<file path="src/rtl/sram_pkg.sv">
// Shared constants and helpers for the simple-dual-port SRAM bank.
package sram_pkg;

   // clear-sweep FSM states
   localparam logic ST_CLEAR = 1'b0;
   localparam logic ST_RUN   = 1'b1;

   // same-address read-during-write behaviour
   localparam int RDW_OLD = 0;
   localparam int RDW_NEW = 1;

   // widest word the merge helper handles; callers size-cast in and out
   localparam int MERGE_W = 512;

   // Byte-lane merge: bits in lanes with be set come from din, the rest from old.
   function automatic logic [MERGE_W-1:0] f_be_merge(
      input logic [MERGE_W-1:0] old,
      input logic [MERGE_W-1:0] din,
      input logic [MERGE_W-1:0] be,
      input int                 byte_w
   );
      logic [MERGE_W-1:0] res;
      res = old;
      for (int i = 0; i < MERGE_W; i++) begin
         if (be[i / byte_w]) res[i] = din[i];
      end
      return res;
   endfunction

endpackage

</file>
<file path="src/rtl/sram_dp_array.sv">
// Raw storage: one byte-enabled write port, one registered read port.
// Callers filter out-of-range writes and flag out-of-range reads via rzero.
module sram_dp_array
   import sram_pkg::*;
#(
   parameter  int ADDR_WIDTH = 6,
   parameter  int DATA_WIDTH = 32,
   parameter  int RAM_DEPTH  = 64,
   parameter  int BYTE_WIDTH = 8,
   parameter  int RDW_MODE   = RDW_OLD,
   localparam int NBYTE      = DATA_WIDTH / BYTE_WIDTH
)(
   input  logic                  clk,
   input  logic                  rst_n,
   input  logic                  we,
   input  logic [ADDR_WIDTH-1:0] waddr,
   input  logic [NBYTE-1:0]      be,
   input  logic [DATA_WIDTH-1:0] din,
   input  logic                  re,
   input  logic                  rzero,
   input  logic [ADDR_WIDTH-1:0] raddr,
   output logic [DATA_WIDTH-1:0] rdata
);

   logic [DATA_WIDTH-1:0] mem [RAM_DEPTH];
   logic [DATA_WIDTH-1:0] rd_old;
   logic [DATA_WIDTH-1:0] rd_word;

   assign rd_old = mem[raddr];

   // byte-lane write, no reset on the array itself
   always_ff @(posedge clk) begin
      if (we) begin
         for (int k = 0; k < NBYTE; k++) begin
            if (be[k]) mem[waddr][k*BYTE_WIDTH +: BYTE_WIDTH] <= din[k*BYTE_WIDTH +: BYTE_WIDTH];
         end
      end
   end

   // same-cycle same-address collision: optionally forward the merged write word
   always_comb begin
      rd_word = rd_old;
      if (RDW_MODE == RDW_NEW && we && (waddr == raddr))
         rd_word = DATA_WIDTH'(f_be_merge(MERGE_W'(rd_old), MERGE_W'(din), MERGE_W'(be), BYTE_WIDTH));
   end

   // read register; holds between reads, loads zero for flagged addresses
   always_ff @(posedge clk or negedge rst_n) begin
      if (!rst_n)  rdata <= '0;
      else if (re) rdata <= rzero ? '0 : rd_word;
   end

endmodule

</file>
<file path="src/rtl/sram_dp_bank.sv">
// Simple-dual-port SRAM bank: clear-sweep FSM, range check, optional second
// read stage and the valid/err pipeline around sram_dp_array.
module sram_dp_bank
   import sram_pkg::*;
#(
   parameter  int ADDR_WIDTH     = 6,
   parameter  int DATA_WIDTH     = 32,
   parameter  int RAM_DEPTH      = 64,
   parameter  int BYTE_WIDTH     = 8,
   parameter  int RD_LATENCY     = 1,
   parameter  int RDW_MODE       = RDW_OLD,
   parameter  int CLEAR_ON_RESET = 1,
   localparam int NBYTE          = DATA_WIDTH / BYTE_WIDTH
)(
   input  logic                  clk,
   input  logic                  i_rst_n,
   input  logic                  i_clr,
   input  logic                  i_we,
   input  logic [ADDR_WIDTH-1:0] i_waddr,
   input  logic [NBYTE-1:0]      i_be,
   input  logic [DATA_WIDTH-1:0] i_din,
   input  logic                  i_re,
   input  logic [ADDR_WIDTH-1:0] i_raddr,
   output logic                  o_ready,
   output logic [DATA_WIDTH-1:0] o_rdata,
   output logic                  o_rvalid,
   output logic                  o_err
);

   localparam logic [ADDR_WIDTH-1:0] LAST_ADDR = ADDR_WIDTH'(RAM_DEPTH - 1);
   localparam logic [ADDR_WIDTH:0]   DEPTH_C   = (ADDR_WIDTH + 1)'(RAM_DEPTH);
   localparam logic                  ST_RESET  = (CLEAR_ON_RESET != 0) ? ST_CLEAR : ST_RUN;

   logic                  state_q, state_d;
   logic [ADDR_WIDTH-1:0] cnt_q;
   logic                  clr_last;
   logic                  wr_acc, rd_acc, rd_oor;
   logic                  arr_we;
   logic [ADDR_WIDTH-1:0] arr_waddr;
   logic [NBYTE-1:0]      arr_be;
   logic [DATA_WIDTH-1:0] arr_din;
   logic [DATA_WIDTH-1:0] arr_rdata;
   logic [RD_LATENCY:1]   vld_pipe, err_pipe;

   assign clr_last = (cnt_q == LAST_ADDR);
   assign rd_oor   = ({1'b0, i_raddr} >= DEPTH_C);
   assign wr_acc   = i_we && (state_q == ST_RUN) && ({1'b0, i_waddr} < DEPTH_C);
   assign rd_acc   = i_re && (state_q == ST_RUN);

   // state register
   always_ff @(posedge clk or negedge i_rst_n) begin
      if (!i_rst_n) state_q <= ST_RESET;
      else          state_q <= state_d;
   end

   // next state: sweep ends after the last address; clr is ignored mid-sweep
   always_comb begin
      state_d = state_q;
      case (state_q)
         ST_CLEAR: if (clr_last) state_d = ST_RUN;
         default:  if (i_clr)    state_d = ST_CLEAR;
      endcase
   end

   // FSM outputs: ready flag and write-port steering (sweep owns the port in CLEAR)
   always_comb begin
      o_ready   = (state_q == ST_RUN);
      arr_we    = wr_acc;
      arr_waddr = i_waddr;
      arr_be    = i_be;
      arr_din   = i_din;
      if (state_q == ST_CLEAR) begin
         arr_we    = 1'b1;
         arr_waddr = cnt_q;
         arr_be    = '1;
         arr_din   = '0;
      end
   end

   // sweep address: advances only while clearing, parked at 0 otherwise
   always_ff @(posedge clk or negedge i_rst_n) begin
      if (!i_rst_n)                 cnt_q <= '0;
      else if (state_q == ST_CLEAR) cnt_q <= clr_last ? '0 : cnt_q + 1'b1;
   end

   // valid/err shift register, one bit per read stage
   always_ff @(posedge clk or negedge i_rst_n) begin
      if (!i_rst_n) begin
         vld_pipe <= '0;
         err_pipe <= '0;
      end else begin
         vld_pipe[1] <= rd_acc;
         err_pipe[1] <= rd_acc && rd_oor;
         for (int i = 2; i <= RD_LATENCY; i++) begin
            vld_pipe[i] <= vld_pipe[i-1];
            err_pipe[i] <= err_pipe[i-1];
         end
      end
   end

   sram_dp_array #(
      .ADDR_WIDTH (ADDR_WIDTH),
      .DATA_WIDTH (DATA_WIDTH),
      .RAM_DEPTH  (RAM_DEPTH),
      .BYTE_WIDTH (BYTE_WIDTH),
      .RDW_MODE   (RDW_MODE)
   ) u_array (
      .clk   (clk),
      .rst_n (i_rst_n),
      .we    (arr_we),
      .waddr (arr_waddr),
      .be    (arr_be),
      .din   (arr_din),
      .re    (rd_acc),
      .rzero (rd_oor),
      .raddr (i_raddr),
      .rdata (arr_rdata)
   );

   generate
      if (RD_LATENCY == 2) begin : g_rd2
         logic [DATA_WIDTH-1:0] rdata_q;
         // extra output register, loaded only when stage 1 holds a fresh word
         always_ff @(posedge clk or negedge i_rst_n) begin
            if (!i_rst_n)         rdata_q <= '0;
            else if (vld_pipe[1]) rdata_q <= arr_rdata;
         end
         assign o_rdata = rdata_q;
      end else begin : g_rd1
         assign o_rdata = arr_rdata;
      end
   endgenerate

   assign o_rvalid = vld_pipe[RD_LATENCY];
   assign o_err    = err_pipe[RD_LATENCY];

endmodule
</file>
<file path="config.mk">
export PLATFORM = sky130hd
export DESIGN_NAME = sram_dp_bank
export DESIGN_NICKNAME = d
export VERILOG_FILES = /design/src/rtl/sram_pkg.sv /design/src/rtl/sram_dp_array.sv /design/src/rtl/sram_dp_bank.sv
export SDC_FILE = /design/constraint.sdc
export NUM_CORES = 2
export LEC_CHECK = 0
export CORE_MARGIN = 2
export CORE_UTILIZATION = 60
export DETAILED_ROUTE_END_ITERATION = 8
export PLACE_DENSITY_LB_ADDON = 0.2
export SLEW_MARGIN = 40
export SYNTH_ARGS = -nofsm -noshare
export SYNTH_HDL_FRONTEND = slang
export SYNTH_SLANG_ARGS = --single-unit
</file>
<file path="constraint.sdc">
create_clock -name clk -period 2.85 [get_ports clk]
set_input_delay 0.7125 -clock clk [delete_from_list [all_inputs] [get_ports clk]]
set_output_delay 0.7125 -clock clk [all_outputs]
set_load 0.005 [all_outputs]
</file>
# Yosys cells after proc, flatten, opt, wreduce, memory -nomap -nowiden
# Memories as Yosys holds them, arrays and structs flattened. A register that Yosys moved wholly into a read port is not among the register bits.
# Cells that the tools add are included.
# word_totals
reg_bits	8
ram_bits	2048
inputBits	53
mem_count	1
# classes
add_sub_neg	1
n_eq_ne	1
mux	20
reduce_logical	3
# memory_table
memory	words	word_bits	rd	rd_ports_with_merged_regs	write_ports	line_no	rtl
u_array.mem	64	32	1	1	1	sram_dp_array.sv:25	logic [DATA_WIDTH-1:0] mem [RAM_DEPTH];
# ops
cell	n
32-bit 2-to-1 mux	1
1-bit 2-to-1 mux	16
6-bit 2-to-1 mux	2
6-bit by 1-bit adder with 6-bit output (second input constant)	1
6-bit equality test (second input constant)	1
4-bit 2-to-1 mux	1
1-bit logical AND	2
1-bit logical NOT	1

# Logic depth before layout (Yosys ltp)
# logic_depth
word_depth	4
ltp_mapped	10

# Modules after synthesis
# A second synthesis with hierarchy kept.
# unflattened
hier_cells	3842
hier_area_um2	81181.6
# modules_own_cells
module	instances	cells_per_inst	area_each_um2
sram_dp_array	1	3764	80496.0
sram_dp_bank	1	78	685.7

# Worst setup path before layout
# No wires, ideal clock.
# synth_path
path_kind	in2reg
start	input i_raddr[2]
end	register u_array.rdata[22] (read register of u_array.mem)
setup_time_ns	0.126
arrival_ns	2.520
required_ns	2.724
setup_slack_ns	0.204
stages	8
cell_sequence	buf_2 buf_2 buf_2 buf_1 mux4_2 a22oi_1 nand4_1 a221o_1
# synth_rtl
element	line_no	rtl
start: declaration	sram_dp_bank.sv:23	input logic [ADDR_WIDTH-1:0] i_raddr,
end: declaration	sram_dp_array.sv:22	output logic [DATA_WIDTH-1:0] rdata

# Worst setup path in the final report
# layout_path
start	register state_q, in the netlist o_ready
end	register u_array.rdata[29] (read register of u_array.mem)
# layout_via
elab_chain_len	1
# layout_lines
element	line_no	rtl
start: declaration	sram_dp_bank.sv:34	logic state_q, state_d;
start signal: assignment	sram_dp_bank.sv:53	else state_q <= state_d;
1-bit logical AND	sram_dp_bank.sv:48	assign rd_acc = i_re && (state_q == ST_RUN);
via rd_acc	sram_dp_bank.sv:37	logic wr_acc, rd_acc, rd_oor;
# The timed path passes the listed nets, and every way through them passes these cells.
# A chain may end at the register's enable or synchronous reset.

==> reports/results.tsv <==
stage	metric	value	unit
outcome	status	completed	
global_route	number of global-route vias before repair	42900	
route	Via density	6.464	
setup_path	CP endpoint kind	register	
worst_hold_path	worst hold path class	input pin to async pin	
clock_tree	clk_lat worst skew	0.83	ns
global_route	GRT overflow	0	
synth	share of the synthesized area in the top cell type	76.18	%
placed_design	Placed Instances	6246	
timing	Achievable Freq	359.9	MHz
floorplanning	# IOs	88	
pwr	total power per unit cell area	763.1	mW/mm2
timing	Rel. slew slack	47.65	%
synth	synth cell count leaders	edfxtp_1, mux4_2, mux2i_1, nor2_1, a22oi_1	
setup_path	critical path type	register to register	
global_route	initial antenna violation count	11	
synth	Primary FF master, synth	edfxtp_1	
global_route	M3 GR Usage	6.221	%
setup_path	Arr. time, crit path	3.55	ns
floorplanning	Die Height	370.8	um
finish	Final Cell Area	0.09586	mm2
clock_tree	clk buf depth	3	
synth	Synth area leaders	edfxtp_1, mux4_2, mux2i_1, a22oi_1, dfrtp_1	
pwr	maximum VDD drop	0.0007902	V
synth	Yosys cell types	43	
timing	final worst slack	0.07142	ns
synth	count leader, synth	edfxtp_1	
synth	Synth Cell Area	0.08073	mm2
synth	Synth Net Count	4014	
global_route	gr busiest metal	met2	
setup_path	Startpoint Class	register	
finish	fraction of layout instances using a drive strength above 1	28.94	%
floorplanning	Core Rows	134	
timing	Max Slew Vio Count	0	
clock_tree	clock transition at the registers of the reported paths	0.06	ns
synth	area leader, netlist	edfxtp_1	
synth	FFs w/ async S/R, synth	1.916	%
timing	fin crit share	97.49	%
global_route	global routing usage on met2	47.16	%
synth	Avg Inst Size Synth	20.39	um2
pwr	sequential share of power	50.6	%
placed_design	DP Area	0.08949	mm2
clock_tree	CTS buffer count	198	
floorplanning	die width	370.8	um
placed_design	Final HPWL DP	128400	um
clock_tree	Post-CTS Setup Bufs	0	
route	final WL	201300	um
placed_design	dpl ws	-0.3078	ns
route	Final ANT Viol Nets	0	
synth	register area share after synthesis	77.41	%
setup_path	CP required	3.62	ns
route	Via Count	42760	
pwr	clock share of power	35.2	%
timing	Fin Hold WS	0.4585	ns
route	DRT Pass-1 Iters	9	
synth	cells after synthesis	3960	
timing	fin crit period	2.779	ns
floorplanning	full die area	0.1375	mm2
timing	Final Hold Fails	0	
pwr	Sw Ratio	24.63	%
global_route	largest net degree at the start of global routing	65	
route	DRC	0	
placed_design	gpl congestion	0.8581	
synth	FF+latch count, synth	2088	
route	initial drt markers	5952	
synth	yosys warns	0	
finish	Core Util, Final	71.83	%
global_route	Tot GR Track Use	29.87	%
synth	EDFF count, synth	2048	
pwr	Pint	55.13	mW
clock_tree	htree depth	4	
global_route	met1 usage	42.47	%
timing	Post-Route Skew	0.02806	ns
placed_design	Port-buffer cells	86	
timing	# setup viols final	0	
timing	RSZ-0062 raised after global routing	false	
clock_tree	clock root buffer	clkbuf_16	
clock_tree	CTS tree	built	
timing	Slew @ Worst Pin	0.7853	ns
clock_tree	CTS-repair resized insts	0	
floorplanning	CORE AREA	0.1335	mm2
route	routed len/inst	30.43	um
flow_run	max-cap violation count	0	
global_route	first-pass GRT wire length	292200	um
clock_tree	CTS sink cnt	2088	
pwr	combinational share of power	14.2	%
floorplanning	Starting Density	60.49	%
finish	Area Overhead vs Synth	18.74	%
pwr	Net Sw Power	18.02	mW
finish	Non-Filler Instances	6615	
setup_path	crit path max fanout	16	
pwr	leakage power	32.72	nW
finish	Nets	4734	
-- per-stage QoR --
step | power, mW | TNS [ns]
global route | 75.10 | 0
global placement | 47.63 | -15.46
floorplan | 41.45 | 0
CTS | 73.35 | 0
finish | 73.15 | 0
detailed placement | 47.86 | -30.54
-- sequential cells by signal, indices dropped and copies added (netlist names) --
signal         count
u_array.mem     2048
u_array.rdata     32
cnt_q              6
o_ready            1
o_rvalid           1
-- timing repair --
item	in CTS	in global routing
setup endpoints to repair	0	0
endpoints found under the hold margin	40	0
hold buffers	1	0
-- power by group through the flow --
stage	registers, mW	logic [mW]	clock network (mW)
floorplan	37.2	4.29	0
global route	37.1	10.8	27.2
CTS	37.0	10.3	26.0
finish	37.0	10.4	25.7
global placement	37.5	10.1	0
detailed placement	37.6	10.3	0
-- layout by cell type, fill, tap and decap left out, drive strengths merged, types with 38 or more instances in the layout --
| cell type | n |
|---|---|
| o22ai | 66 |
| nand2 | 85 |
| nand3 | 77 |
| mux4 | 384 |
| nor3 | 48 |
| buf | 679 |
| a21oi | 38 |
| nor2 | 218 |
| edfxtp | 2048 |
| and2 | 38 |
| mux2i | 290 |
| a211oi | 62 |
| dfrtp | 40 |
| clkinv | 77 |
| clkdlybuf4s50 | 82 |
| clkbuf | 261 |
| a22oi | 160 |
-- critical path: stages, from the launching register on --
cell and delay [ns]:
dfrtp_2 0.61, buf_4 0.32, nand2_2 0.16, inv_1 0.12
nand2_2 0.08, buf_4 0.20, or3_1 0.42, a211oi_1 0.58
a221o_1 0.21
-- logic make-up after synthesis --
logic type,Yosys count,share of synthesized area (%)
compound gates,365,3.281
xor+xnor,4,0.04340
fa+ha+maj,1,0.01550
buf+inv,247,1.519
flops,2088,77.41
mux,679,14.38
other cells,1,0.004645
simple gates,575,3.344
-- area by class of cell --
| class | instances | area [um2] |
|---|---|---|
| Sequential cell | 2088 | 62500 |
| Fill cell | 7948 | 37600 |
| Multi-Input combinational cell | 1625 | 17120 |
| Timing Repair Buffer | 763 | 7679 |
| Clock buffer | 260 | 5366 |
| Tap cell | 1768 | 2212 |
| Clock inverter | 105 | 959.7 |
| Inverter | 4 | 15.01 |
| Antenna cell | 2 | 5.005 |
-- worst paths after layout --
kind                          start                 to  slack [ns]  cells past startpoint
setup / recovery            o_ready  u_array.rdata[29]        0.07                      8
hold / removal              i_rst_n  u_array.rdata[29]        0.46                      3
setup reg to reg            o_ready  u_array.rdata[29]        0.07                      8
hold reg to reg            cnt_q[2]           cnt_q[2]        0.47                      1
max in group asynchronous   i_rst_n            o_ready        2.10                      3
min in group clk           cnt_q[2]           cnt_q[2]        0.47                      1
-- per-layer routing --
metal	wire length, um	part of all wire [%]
met2	97750	49
met5	60	0.030
met4	6479	3.2
met3	20700	10
met1	76330	38
No activity file was read; power rests on OpenSTA's default activity.
